`src/rtl/ps2_pkg.sv`:
```
// rtl/ps2_pkg.sv - shared types and constants for the PS/2 frame receiver
//
// Contents:
//   ps2_state_t            frame FSM state encoding (IDLE, DATA, PARITY, STOP)
//   PS2_DATA_BITS          data bits per frame
//   PS2_FRAME_BITS         total bits per frame (start + data + parity + stop)
//   DEFAULT_FILTER_LEN     default ps2_clk deglitch length in clk samples
//   DEFAULT_TIMEOUT_CYCLES default stalled-frame timeout in clk cycles
//   odd_parity_ok()        true when data plus parity bit has odd weight
package ps2_pkg;

  typedef enum logic [1:0] {
    ST_IDLE   = 2'd0,
    ST_DATA   = 2'd1,
    ST_PARITY = 2'd2,
    ST_STOP   = 2'd3
  } ps2_state_t;

  localparam int PS2_DATA_BITS          = 8;
  localparam int PS2_FRAME_BITS         = 11;
  localparam int DEFAULT_FILTER_LEN     = 8;
  localparam int DEFAULT_TIMEOUT_CYCLES = 200000;

  function automatic logic odd_parity_ok(input logic [PS2_DATA_BITS-1:0] d, input logic p);
    return ^{d, p};
  endfunction

endpackage

```
`src/rtl/ps2_clk_filter.sv`:
```
// rtl/ps2_clk_filter.sv - synchronise and deglitch ps2_clk, flag filtered falling edges
//
// Ports:
//   clk      in   system clock
//   rst_n    in   asynchronous active-low reset
//   ps2_clk  in   raw PS/2 clock pin (asynchronous)
//   fall     out  one-cycle strobe, filtered clock went 1 -> 0 on the last edge
module ps2_clk_filter
  import ps2_pkg::*;
#(
  parameter int FILTER_LEN = DEFAULT_FILTER_LEN
) (
  input  logic clk,
  input  logic rst_n,
  input  logic ps2_clk,
  output logic fall
);

  logic                  sync1;
  logic                  sync2;
  logic [FILTER_LEN-1:0] shifter;
  logic                  filt_clk;
  logic                  filt_clk_d;

  // Everything resets to the idle (high) line level so release never fakes an edge.
  always_ff @(posedge clk or negedge rst_n) begin
    if (!rst_n) begin
      sync1      <= 1'b1;
      sync2      <= 1'b1;
      shifter    <= '1;
      filt_clk   <= 1'b1;
      filt_clk_d <= 1'b1;
    end else begin
      sync1      <= ps2_clk;
      sync2      <= sync1;
      shifter    <= {shifter[FILTER_LEN-2:0], sync2};
      // Level only changes on a unanimous window; mixed windows hold.
      if (shifter == '0) begin
        filt_clk <= 1'b0;
      end else if (&shifter) begin
        filt_clk <= 1'b1;
      end
      filt_clk_d <= filt_clk;
    end
  end

  assign fall = filt_clk_d & ~filt_clk;

endmodule

```
`src/rtl/ps2_frame_receiver.sv`:
```
// rtl/ps2_frame_receiver.sv - PS/2 keyboard frame deserialiser with error and timeout flags
//
// Ports:
//   clk         in   system clock
//   rst_n       in   asynchronous active-low reset
//   ps2_clk     in   raw PS/2 clock pin
//   ps2_data    in   raw PS/2 data pin
//   dout        out  last good scan-code byte, held until the next good frame
//   dout_valid  out  one-cycle pulse when dout updates
//   parity_err  out  one-cycle pulse on parity mismatch
//   frame_err   out  one-cycle pulse on bad stop bit or stalled frame
//   busy        out  high while a frame is in progress
module ps2_frame_receiver
  import ps2_pkg::*;
#(
  parameter int FILTER_LEN     = DEFAULT_FILTER_LEN,
  parameter int TIMEOUT_CYCLES = DEFAULT_TIMEOUT_CYCLES
) (
  input  logic                     clk,
  input  logic                     rst_n,
  input  logic                     ps2_clk,
  input  logic                     ps2_data,
  output logic [PS2_DATA_BITS-1:0] dout,
  output logic                     dout_valid,
  output logic                     parity_err,
  output logic                     frame_err,
  output logic                     busy
);

  localparam int TW = $clog2(TIMEOUT_CYCLES);

  logic                     fall;
  logic                     data_s1;
  logic                     data_s2;
  ps2_state_t               state;
  logic [2:0]               bit_cnt;
  logic [PS2_DATA_BITS-1:0] sr;
  logic                     par;
  logic [TW-1:0]            tcnt;

  ps2_clk_filter #(
    .FILTER_LEN(FILTER_LEN)
  ) u_clk_filter (
    .clk    (clk),
    .rst_n  (rst_n),
    .ps2_clk(ps2_clk),
    .fall   (fall)
  );

  always_ff @(posedge clk or negedge rst_n) begin
    if (!rst_n) begin
      data_s1 <= 1'b1;
      data_s2 <= 1'b1;
    end else begin
      data_s1 <= ps2_data;
      data_s2 <= data_s1;
    end
  end

  always_ff @(posedge clk or negedge rst_n) begin
    if (!rst_n) begin
      state      <= ST_IDLE;
      bit_cnt    <= 3'd0;
      sr         <= '0;
      par        <= 1'b0;
      tcnt       <= '0;
      dout       <= '0;
      dout_valid <= 1'b0;
      parity_err <= 1'b0;
      frame_err  <= 1'b0;
    end else begin
      dout_valid <= 1'b0;
      parity_err <= 1'b0;
      frame_err  <= 1'b0;

      if (fall || state == ST_IDLE) begin
        tcnt <= '0;
      end else begin
        tcnt <= tcnt + 1'b1;
      end

      // A fall in the timeout cycle is still a legitimate bit, so it takes priority.
      if (fall) begin
        unique case (state)
          ST_IDLE: begin
            if (!data_s2) begin
              state   <= ST_DATA;
              bit_cnt <= 3'd0;
            end
          end
          ST_DATA: begin
            sr      <= {data_s2, sr[PS2_DATA_BITS-1:1]};
            bit_cnt <= bit_cnt + 3'd1;
            if (bit_cnt == 3'd7) begin
              state <= ST_PARITY;
            end
          end
          ST_PARITY: begin
            par   <= data_s2;
            state <= ST_STOP;
          end
          ST_STOP: begin
            state <= ST_IDLE;
            // A bad stop bit masks any parity problem: the frame is not trustworthy.
            if (!data_s2) begin
              frame_err <= 1'b1;
            end else if (odd_parity_ok(sr, par)) begin
              dout       <= sr;
              dout_valid <= 1'b1;
            end else begin
              parity_err <= 1'b1;
            end
          end
          default: state <= ST_IDLE;
        endcase
      end else if (state != ST_IDLE && tcnt == TW'(TIMEOUT_CYCLES - 1)) begin
        state     <= ST_IDLE;
        frame_err <= 1'b1;
      end
    end
  end

  assign busy = (state != ST_IDLE);

endmodule
```
`config.mk`:
```
export PLATFORM = sky130hd
export DESIGN_NAME = ps2_frame_receiver
export DESIGN_NICKNAME = d
export VERILOG_FILES = /design/src/rtl/ps2_pkg.sv /design/src/rtl/ps2_clk_filter.sv /design/src/rtl/ps2_frame_receiver.sv
export SDC_FILE = /design/constraint.sdc
export NUM_CORES = 1
export LEC_CHECK = 0
export ABC_AREA = 0
export CAP_MARGIN = 20
export CORE_MARGIN = 1.5
export CORE_UTILIZATION = 62
export DETAILED_ROUTE_END_ITERATION = 10
export PLACE_DENSITY = 0.83
export SLEW_MARGIN = 20
export SYNTH_ARGS = -nofsm -noshare
export SYNTH_HDL_FRONTEND = slang
export SYNTH_SLANG_ARGS = --single-unit
```
`constraint.sdc`:
```
create_clock -name clk -period 3.8 [get_ports clk]
set_clock_uncertainty 0.1 [all_clocks]
set_input_delay 0.76 -clock clk [delete_from_list [all_inputs] [get_ports clk]]
set_output_delay 0.76 -clock clk [all_outputs]
set_load 0.05 [all_outputs]
```
---- Yosys cells after proc, flatten, opt, wreduce, memory -nomap -nowiden ----
Cells that the tools add are included.
operators by class
  add/subtract/negate cells ............... 2
  reductions and logical operators ........ 15
  bitwise operators ....................... 2
  equality and inequality tests ........... 8
  mux-type cells .......................... 22
operators by type and width
  cell                   number
  $add 18x1->18 const B  1
  $eq 18x18->1 const B   1
  $mux 18                1
  $mux 1                 14
  $reduce_xor 9->1       1
  $logic_not 8->1        1
  $mux 2                 4
  $pmux 2 s4             1
  $reduce_and 8->1       1
  $reduce_bool 2->1      4
  $ne 3x3->1 const B     2
  $pmux 3 s2             1
  $reduce_and 3->1       2
  $eq 2x2->1 const B     2
  $reduce_and 2->1       2
  $reduce_and 4->1       1
  $add 3x1->3 const B    1
  $eq 3x3->1 const B     1
  $mux 3                 1
  $eq 2x1->1 const B     1
  $logic_not 2->1        1
  $ne 2x2->1 const B     1
  $and 1x1->1            1
  $logic_and 1x1->1      1
  2 further kinds        2
word-level totals
  word-level logic and storage cells ...... 65
  bits in registers ....................... 57

---- Longest topological paths before layout ----
  word-level depth ........................ 5
  gate-level depth with buffers ........... 7
  gate-level depth less buffers ........... 6

---- Cells and area by module ----
A second synthesis with hierarchy kept.
second synthesis, totals
  cell total of the unflattened synthesis .. 202
  area, all modules ....................... 2454.9 um^2
by module, submodules not included
  module              area an instance (um^2)  cells each  instances
  ps2_frame_receiver  2095.8                   183         1
  ps2_clk_filter      359.1                    19          1

---- Worst setup path after synthesis ----
OpenSTA, ideal clock, no wires.
  path type ............................... register to register
  start ................................... register sr[2]
  end ..................................... register dout[0]
  arrival ................................. 1.633 ns
  stages on the path, launching flop included .. 6
  path slack .............................. 1.942 ns
  setup time .............................. 0.125 ns
  path buffers ............................ 0
  period minus slack after synthesis ...... 1.858 ns
  data required time ...................... 3.575 ns
  path through ............................ dfrtp_1 xnor2_1 xnor2_1 xnor2_1 mux2_4 mux2_2
between the ends
  longest elaborated chain between the ends .. 2
RTL lines
  item                        RTL line                   source
  from (decl)                 ps2_frame_receiver.sv:37   logic [PS2_DATA_BITS-1:0] sr;
  from (signal assigned)      ps2_frame_receiver.sv:92   sr <= {data_s2, sr[PS2_DATA_BITS-1:1]};
  $reduce_xor 9->1            ps2_pkg.sv:25              return ^{d, p};
  $reduce_and 4->1 (no line)  --
  to (signal assigned)        ps2_frame_receiver.sv:108  dout <= sr;
  to (decl)                   ps2_frame_receiver.sv:23   output logic [PS2_DATA_BITS-1:0] dout,
No other way between the ends.
A chain may end at the register's enable or synchronous reset.

---- Worst setup path in the final report ----
  start ................................... register state[0]
  end ..................................... output busy
between the ends
  longest elaborated chain between the ends .. 1
RTL lines
  item                    RTL line                   source
  from (decl)             ps2_frame_receiver.sv:35   ps2_state_t state;
  from (signal assigned)  ps2_frame_receiver.sv:62   state <= ST_IDLE;
  from (signal assigned)  ps2_frame_receiver.sv:87   state <= ST_DATA;
  from (signal assigned)  ps2_frame_receiver.sv:95   state <= ST_PARITY;
  $reduce_bool 2->1       ps2_frame_receiver.sv:123  assign busy = (state != ST_IDLE);
  to (decl)               ps2_frame_receiver.sv:27   output logic busy
No other way between the ends.

==> results by group <==
Status
  • Outcome: finished, final reports clean

Floorplanning
  • Ports: 16
  • Initial Util: 65.4%
  • FP Rows: 22
  • Chip height: 65.4 um
  • Core Region: 3690 um^2
  • Die Wd: 65.4 um
  • Die area: 4270 um^2

Synth
  • Synthesized area: 2410 um^2
  • Yosys cell types: 32
  • Synth top area share: 44.6%
  • Syn Inst Count: 200
  • #FFs+latches synth: 57
  • Syn. warnings: 0
  • Post-synth top area cell: dfrtp_1
  • Mean Syn Cell Area: 12.1 um^2
  • Syn Nets: 211
  • Post-synthesis sequential area ratio: 59.9%
  • Largest cells by area after synthesis: dfrtp_1 (45%), dfstp_2 (15%), mux2_2 (7.0%)

STA
  • Normalized max-slew margin: 66.2%
  • Setup Viol. Count Final: 0
  • Fin crit period: 2760 ps
  • Slew @ Worst Pin: 505 ps
  • Unrepaired setup endpoints after global routing: false
  • Slew Limit Fails: 0
  • Period utilization: 72.6%
  • Final Hold Vio Count: 0
  • Fmax: 362 MHz
  • Fin Setup TNS: 0 ps

Flow run
  • Max cap viols: 0

Placed design
  • Port Buf Inserts: 15
  • Hpwl dp: 2.74 mm
  • GP Congestion: 0.752

Routing
  • DR WL/cell: 15.3 um
  • # DRC: 0
  • DRT antenna net count: 0
  • Drt total wl: 4.25 mm
  • Drt initial violations: 137
  • Vias per inst: 5.67
  • Drt pass-1 iters: 5
  • Via total after detailed routing: 1,570

Clock tree
  • CTS buffer count: 9
  • Clk sink count: 57
  • CTS Hold Bufs: 0
  • H-tree levels: 3
  • CTS tree: yes
  • Worst-path clk slew: 60 ps
  • Worst-Skew Late Latency: 330 ps
  • Postcts setup bufs: 0
  • Clk buf depth: 2
  • CTS root buffer: clkbuf_8
  • Post-CTS resize count: 0

Hold path
  • Hold Path Depth: 0
  • Worst Hold Class: reg2reg

Final layout
  • Area grow syn2layout: 17.4%
  • N_diodes: 0
  • Share of cells above drive strength 1: 21.8%
  • Post-layout util: 76.8%
  • Final net count: 235

Critical path
  • Critical path class: reg2out
  • FF-to-FF End: state[0]
  • CP endpoint kind: output port
  • End point of the critical path: busy
  • R2r startpoint: u_clk_filter.filt_clk_d
  • Slack of the worst reg-to-reg path: 1600 ps
  • CP required: 2940 ps
  • Max FO, Critical Path: 5
  • R2r worst-path depth: 5
  • Crit path from: state[0]
  • Startpoint type of the worst setup path: register
  • Crit path DAT: 1900 ps

GRT
  • Total global routing overflow: 0
  • GR Util All Layers: 23.3%
  • Global-route wire length before repair: 7.22 mm
  • Vias in the first global route: 1,564
  • Largest net degree at the start of global routing: 37
  • Initial antenna violation count: 0

Power and ir drop
  • Pwr/cell area: 444 nW/um^2
  • Pleak: 1.21 nW
  • Worst VDD drop: 0.000379 V
  • Final Power: 1.26 mW
[Yosys cell counts (all sizes together)]
library cell,n
a21boi,1
a21oi,3
a32o,2
a41oi,2
and3,2
and4,1
buf,2
clkbuf,1
dfrtp,43
dfstp,14
ha,7
inv,7
mux2,16
mux2i,2
nand2,15
nand3,6
nand3b,1
nand4,3
nand4bb,1
nor2,22
nor2b,1
nor3,6
nor4,3
nor4b,1
o21ai,9
or2,3
or3,3
or4bb,1
xnor2,17
xor2,5
[critical path: stages (launching register included)]
cell and delay [ps]:
dfrtp_1 370, inv_1 90, ha_1 250, inv_1 70, clkdlybuf4s50_1 790
[metal layers]
metal  global-route usage, %  part of all wire, %
met4                    8.85                  1.3
met5                       0                    0
met2                    36.9                   52
met3                    9.76                  5.1
met1                    28.8                   41
[how the worst min path moves through the flow]
stage                             startpoint                       to
after global placement    u_clk_filter.sync1       u_clk_filter.sync2
after CTS                 u_clk_filter.sync1       u_clk_filter.sync2
after global routing      u_clk_filter.sync1       u_clk_filter.sync2
final                     u_clk_filter.sync2  u_clk_filter.shifter[0]
after floorplan                      data_s1                  data_s2
after detailed placement  u_clk_filter.sync1       u_clk_filter.sync2
[final cells by class]
cell class	instances	area, um^2
flip-flops and latches	57	1440
multi-input cells	133	930
fillers	236	856
inverters	7	26.3
clock inverters	5	78.8
repair buffers	16	153
well taps	48	60.1
clock buffers	11	141
[registers in the layout (all words and copies together) (netlist names)]
| register | flops |
|---|---|
| state | 2 |
| dout_valid | 1 |
| tcnt | 18 |
| u_clk_filter.filt_clk | 1 |
| frame_err | 1 |
| data_s1 | 1 |
| u_clk_filter.filt_clk_d | 1 |
| u_clk_filter.shifter | 8 |
| sr | 8 |
| u_clk_filter.sync1 | 1 |
| data_s2 | 1 |
| par | 1 |
| u_clk_filter.sync2 | 1 |
| bit_cnt | 3 |
| dout | 8 |
| parity_err | 1 |
[kinds of logic after synthesis]
group / after synthesis / share of synthesized area, %
AND/OR/NAND/NOR: 69 / 14.1
flip-flops: 57 / 59.9
XOR/XNOR: 22 / 7.99
multiplexers: 18 / 8.45
AO/OA/AOI/OAI: 17 / 4.36
buffers and inverters: 10 / 1.61
adder cells (fa/ha/maj): 7 / 3.63
[cells in the final DEF (no fill, tap or decap), types with 2 or more instances in the layout]
master,synthesis,routed
mux2_2,15,15
and3_1,2,2
clkdlybuf4s50_1,0,14
nor2_1,22,22
or2_2,3,3
xor2_1,5,5
clkinv_2,0,2
nand2_1,15,15
a21oi_1,3,3
xnor2_1,17,17
mux2i_1,2,2
nand4_1,3,3
a41oi_1,2,2
bufinv_16,0,2
dfstp_2,14,14
dfrtp_1,43,43
ha_1,7,7
nor3_1,6,6
nor4_1,3,3
o21ai_0,9,9
inv_1,7,7
clkbuf_8,0,10
nand3_1,6,6
or3_1,3,3
a32o_1,2,2
[power by group]
group / total [mW] / switching [mW] / internal, mW / leakage (nW)
sequential: 0.624 / 0.00480 / 0.619 / 0.748
combinational: 0.0163 / 0.0124 / 0.00392 / 0.351
clock: 0.617 / 0.232 / 0.386 / 0.113
total: 1.26 / 0.249 / 1.01 / 1.21
[metrics by stage]
step	hold slack [ps]	cell area [um^2]	worst slack, ps	std cells
finish	256	2830	1040	277
global route	261	2830	956	277
CTS	256	2830	1030	277
detailed placement	247	2610	1380	261
global placement	246	2610	1430	261
floorplan	245	2410	1940	200
Note: power is estimated with default switching activity, not from simulation.
==> patch 1: new RTL, same flow settings <==
Set the package constant `DEFAULT_FILTER_LEN` to 16 (it was 8).
--- a/src/rtl/ps2_pkg.sv
+++ b/src/rtl/ps2_pkg.sv
@@ -20,3 +20,3 @@
   localparam int PS2_FRAME_BITS         = 11;
-  localparam int DEFAULT_FILTER_LEN     = 8;
+  localparam int DEFAULT_FILTER_LEN     = 16;
   localparam int DEFAULT_TIMEOUT_CYCLES = 200000;
Function: same outputs for any inputs over 10 cycles, from zero or initial values and one cycle with rst_n low; that may be too few to reach the edited logic, so the function may still have changed.
==> patch 1 against the original RTL <==
  * Utilization decreased by 1.6 points
  * Sequential cell count increased by 8
  * Sequential share of layout area up 3.2 points
  * Register-to-register slack got worse by 0.04 ns
  * Routed wire length down 1.3%
  * Global-route usage fell by 0.85 points
  * Setup slack worse by 0.024 ns
  * Die area grew 9.5%
  * Design area rose by 7.8%
  * Synthesized area is 10% higher
  * Power is 4.2% higher
  * Via count up 1.3%
  * Largest cell class unchanged
  * Highest routed layer unchanged
==> patch 1: results (changes against the original RTL) <==
Worst setup path
  – CP startpoint: state[0]$_DFFE_PN0P_
  – Worst R2R Setup Slack: 1.56 ns (-0.04 ns)
  – R2R Path End: bit_cnt[1]$_DFFE_PN0P_
  – Reg2Reg Depth: 4 (-1)
  – Crit path max-delay family: buffers and inverters
  – Worst EP arrival: 1.92 ns (+0.02 ns)

Power and ir drop
  – Int Power: 1.034 mW (+2.5%)
  – Leakage: 1.277 nW (+5.4%)
  – P_clk: 0.573 mW (-7.1%)
  – Maximum vdd drop: 0.0002561 V (-32%)

Outcome
  – Outcome: complete, no violations

STA
  – Relative slew slack: 0.5548 (-0.1075)

Clock network
  – Clk buf depth: 2 (unchanged)
  – Clk_lat worst skew: 0.35 ns (+0.02 ns)

Route
  – Starting DRT DRC Count: 58 (-58%)
  – Via density: 5.430 (-4.2%)
  – First drt pass iteration count: 4 (-1)
  – Routed wire length: 4.190 mm (-1.3%)

Placement
  – Final GP Congestion: 0.7912 (+5.3%)
  – Post-DP HPWL: 2.766 mm (+1.1%)

Layout
  – Layout cells sized above 1: 0.2387 (+0.02034)
  – Nets: 249 (+6.0%)

Global routing
  – Total Routing Usage GR: 0.2249 (-0.008527)
  – First-pass GRT wire length: 7.279 mm (+0.86%)
  – Met3 Use GR: 0.08882 (-0.008787)
  – Largest net degree at the start of global routing: 35 (-5.4%)
  – Met1 Usage GRT: 0.2775 (-0.01004)
  – GR Layer Usage met2: 0.3329 (-0.03569)

Synth
  – Post-synthesis sequential area ratio: 0.6236 (+0.02504)
  – Ranking of synthesized cells by area: dfrtp_1 41%, dfstp_2 22%, mux2_2 6.4%, xnor2_1 5.6%, ha_1 3.3%
  – Post-synthesis adder-cell area fraction: 0.03302 (-0.003288)
  – Netlist cell types: 30 (-6.3%)
  – Syn_nets: 225 (+6.6%)
  – Top cells by count, synth: 43 x dfrtp_1, 23 x nor2_1, 22 x dfstp_2
  – XOR/XNOR Fraction of Synth Area: 0.07264 (-0.007234)
  – Top cell type's share of synthesized area: 0.4057 (-0.04040)
  – Ys async rst share: 1.000 (unchanged)
  – Compound-Gate Fraction of Synth Area: 0.03632 (-0.007248)
  – Mux share of post-synthesis cell area: 0.07689 (-0.007657)

Min path
  – Hold Startpoint: u_clk_filter.sync1$_DFF_PN1_
==> patch 1: cell type report <==
type	instances	area, µm²
Tap cell	50	62.56
Clock inverter	5	55.05
Fill cell	264	1005
Sequential cell	65	1654
Timing Repair Buffer	16	152.6
Clock buffer	11	141.4
Inverter	7	26.28
Multi-Input combinational cell	139	960.9
==> patch 1: routing by layer <==
layer / share of wire / vias up / wire [µm]
met3: 0.049 / 10 / 204
li1: - / 787 / -
met1: 0.46 / 766 / 1921
met5: 0 / - / 0
met4: 0.027 / 0 / 112
met2: 0.47 / 28 / 1951
==> patch 1: cell families (layout without fill, tap and decap cells) <==
logic type,after synthesis,after routing
AO/OA/AOI/OAI,16,16
XOR/XNOR,22,22
adder cells (fa/ha/maj),7,7
buffers and inverters,10,39
flip-flops,65,65
multiplexers,18,18
AND/OR/NAND/NOR,76,76
==> patch 1: how the worst min path moves through the flow <==
stage,end,slack [ns],cells after the start
after floorplan,data_s2$_DFF_PN1_,0.25,0
after global placement,u_clk_filter.shifter[0]$_DFF_PN1_,0.25,0
after detailed placement,u_clk_filter.shifter[0]$_DFF_PN1_,0.25,0
after CTS,u_clk_filter.sync2$_DFF_PN1_,0.25,0
after global routing,u_clk_filter.sync2$_DFF_PN1_,0.26,0
final,u_clk_filter.sync2$_DFF_PN1_,0.25,0
==> patch 1: stage by stage <==
step / setup WS, ns / instances / hold slack, ns / instance area, µm² / power [mW]
global route: 0.8986 / 293 / 0.2568 / 3053 / 1.366
CTS: 0.9995 / 293 / 0.2491 / 3053 / 1.327
finish: 1.018 / 293 / 0.2522 / 3053 / 1.311
floorplan: 1.942 / 214 / 0.2452 / 2653 / 0.7314
global placement: 1.419 / 277 / 0.2458 / 2856 / 0.7495
detailed placement: 1.396 / 277 / 0.2472 / 2856 / 0.7504
==> patch 2: new RTL, same settings <==
Made on the original files. Encoding of `ps2_state_t`: now Gray code (2 bits for 4 states).
--- a/src/rtl/ps2_pkg.sv
+++ b/src/rtl/ps2_pkg.sv
@@ -12,6 +12,6 @@
   typedef enum logic [1:0] {
-    ST_IDLE   = 2'd0,
-    ST_DATA   = 2'd1,
-    ST_PARITY = 2'd2,
-    ST_STOP   = 2'd3
+    ST_IDLE   = 2'b00,
+    ST_DATA   = 2'b01,
+    ST_PARITY = 2'b11,
+    ST_STOP   = 2'b10
   } ps2_state_t;
Function: no difference found for any inputs over 10 cycles, from zero or initial values and one cycle with rst_n low; not proved beyond that.
==> patch 2 against the original RTL <==
  * Global-route usage up 0.10 points
  * Design area is 1.4% lower
  * Sequential cell count unchanged
  * Routed wire length down 1.9%
  * Synthesized area down 1.8%
  * Setup slack gained 0.054 ns
Power is not compared: it rests on default switching activity, and its combinational part moved more than twofold at a synthesized area within 25%.
==> patch 2: results (changes against the original RTL) <==
Route
  – Starting DRT DRC Count: 99 (-28%)
  – DRT met1 WL: 1.892 mm (+7.4%)
  – Wire per inst: 15.42 µm (+0.61%)
  – First drt pass iteration count: 4 (-1)
  – Met2 wire len: 2.038 mm (-7.9%)
  – Routed length on met3: 128 µm (-40%)
  – Via density: 5.626 (-0.74%)

Global routing
  – Number of global-route vias before repair: 1522 (-2.7%)
  – Total Routing Usage GR: 0.2344 (+0.001002)
  – Largest net degree at the start of global routing: 46 (+24%)

Placement
  – Final GP Congestion: 0.7993 (+6.3%)
  – Dpl cells: 254 (-2.7%)
  – Post-DP HPWL: 2.633 mm (-3.8%)

Layout
  – Fill count: 216 (-8.5%)
  – Layout Cells excl Fill: 270 (-2.5%)
  – Nets: 224 (-4.7%)
  – Layout cells sized above 1: 0.2387 (+0.02040)

Worst setup path
  – Worst EP arrival: 1.85 ns (-0.05 ns)
  – Worst R2R Setup Slack: 1.55 ns (-0.05 ns)
  – CP startpoint: state[1]$_DFFE_PN0P_
  – CP Max Fanout: 6 (+1)

Min path
  – Hold path endpoint: data_s2$_DFF_PN1_

Synth
  – Top cells by count, synth: 43 x dfrtp_1, 19 x nor2_1, 17 x nand2_1
  – Post-synthesis sequential area ratio: 0.6096 (+0.01107)
  – Cells after Synth: 194 (-3.0%)
  – XOR/XNOR Fraction of Synth Area: 0.08452 (+0.004646)
  – Post-synthesis adder-cell area fraction: 0.01585 (-0.02046)
  – Syn_nets: 201 (-4.7%)
  – Compound-Gate Fraction of Synth Area: 0.03803 (-0.005534)
  – Ranking of synthesized cells by area: dfrtp_1 45%, dfstp_2 16%, mux2_2 7.6%, xor2_1 4.1%, xnor2_1 3.7%

Outcome
  – Outcome: complete, no violations

STA
  – WHS: 0.2571 ns (+0.001476 ns)
==> patch 2: cells by family (layout without fill, tap and decap cells) <==
kind of cell    Yosys count  count (layout)
flops                    57              57
xor+xnor                 22              22
buf+inv                   6              34
mux                      17              17
compound gates           16              16
fa+ha+maj                 3               3
simple gates             73              73
==> patch 2: worst max-delay path by stage <==
stage / slack, ns / endpoint
after CTS: 1.08 / busy
after global placement: 1.48 / busy
after floorplan: 1.84 / dout[0]$_DFFE_PN0P_
final: 1.09 / busy
after global routing: 1.06 / busy
after detailed placement: 1.45 / busy
==> patch 2: critical path: cells and delay by family (launching register included) <==
family,cells,cell delay (ns)
flops,1,0.44
simple gates,1,0.36
buf+inv,1,0.71
==> patch 2: through the flow <==
stage | area (µm²) | util | setup slack [ns]
final | 2794 | 0.7632 | 1.095
after global routing | 2794 | 0.7632 | 1.055
after CTS | 2794 | 0.7632 | 1.083
after detailed placement | 2566 | 0.7010 | 1.454
after global placement | 2566 | 0.7010 | 1.481
after floorplan | 2369 | - | 1.841
==> patch 2: per-layer routing <==
layer  track usage  up-vias
met1        0.3113      757
li1              -      722
met5             0        -
met3       0.05556        9
met4        0.1410        0
met2        0.3518       31
==> patch 2: where the power goes <==
| part | internal (mW) | switching [mW] |
|---|---|---|
| clock | 0.355 | 0.247 |
| combinational | 0.0102 | 0.0302 |
| sequential | 0.623 | 0.0107 |
| total | 0.988 | 0.288 |
==> patch 2: cell type report <==
type,instances,area share
inverters,2,0.002687
repair buffers,16,0.05463
well taps,48,0.02150
clock buffers,12,0.07120
clock inverters,4,0.01030
multi-input cells,131,0.3229
flip-flops and latches,57,0.5168
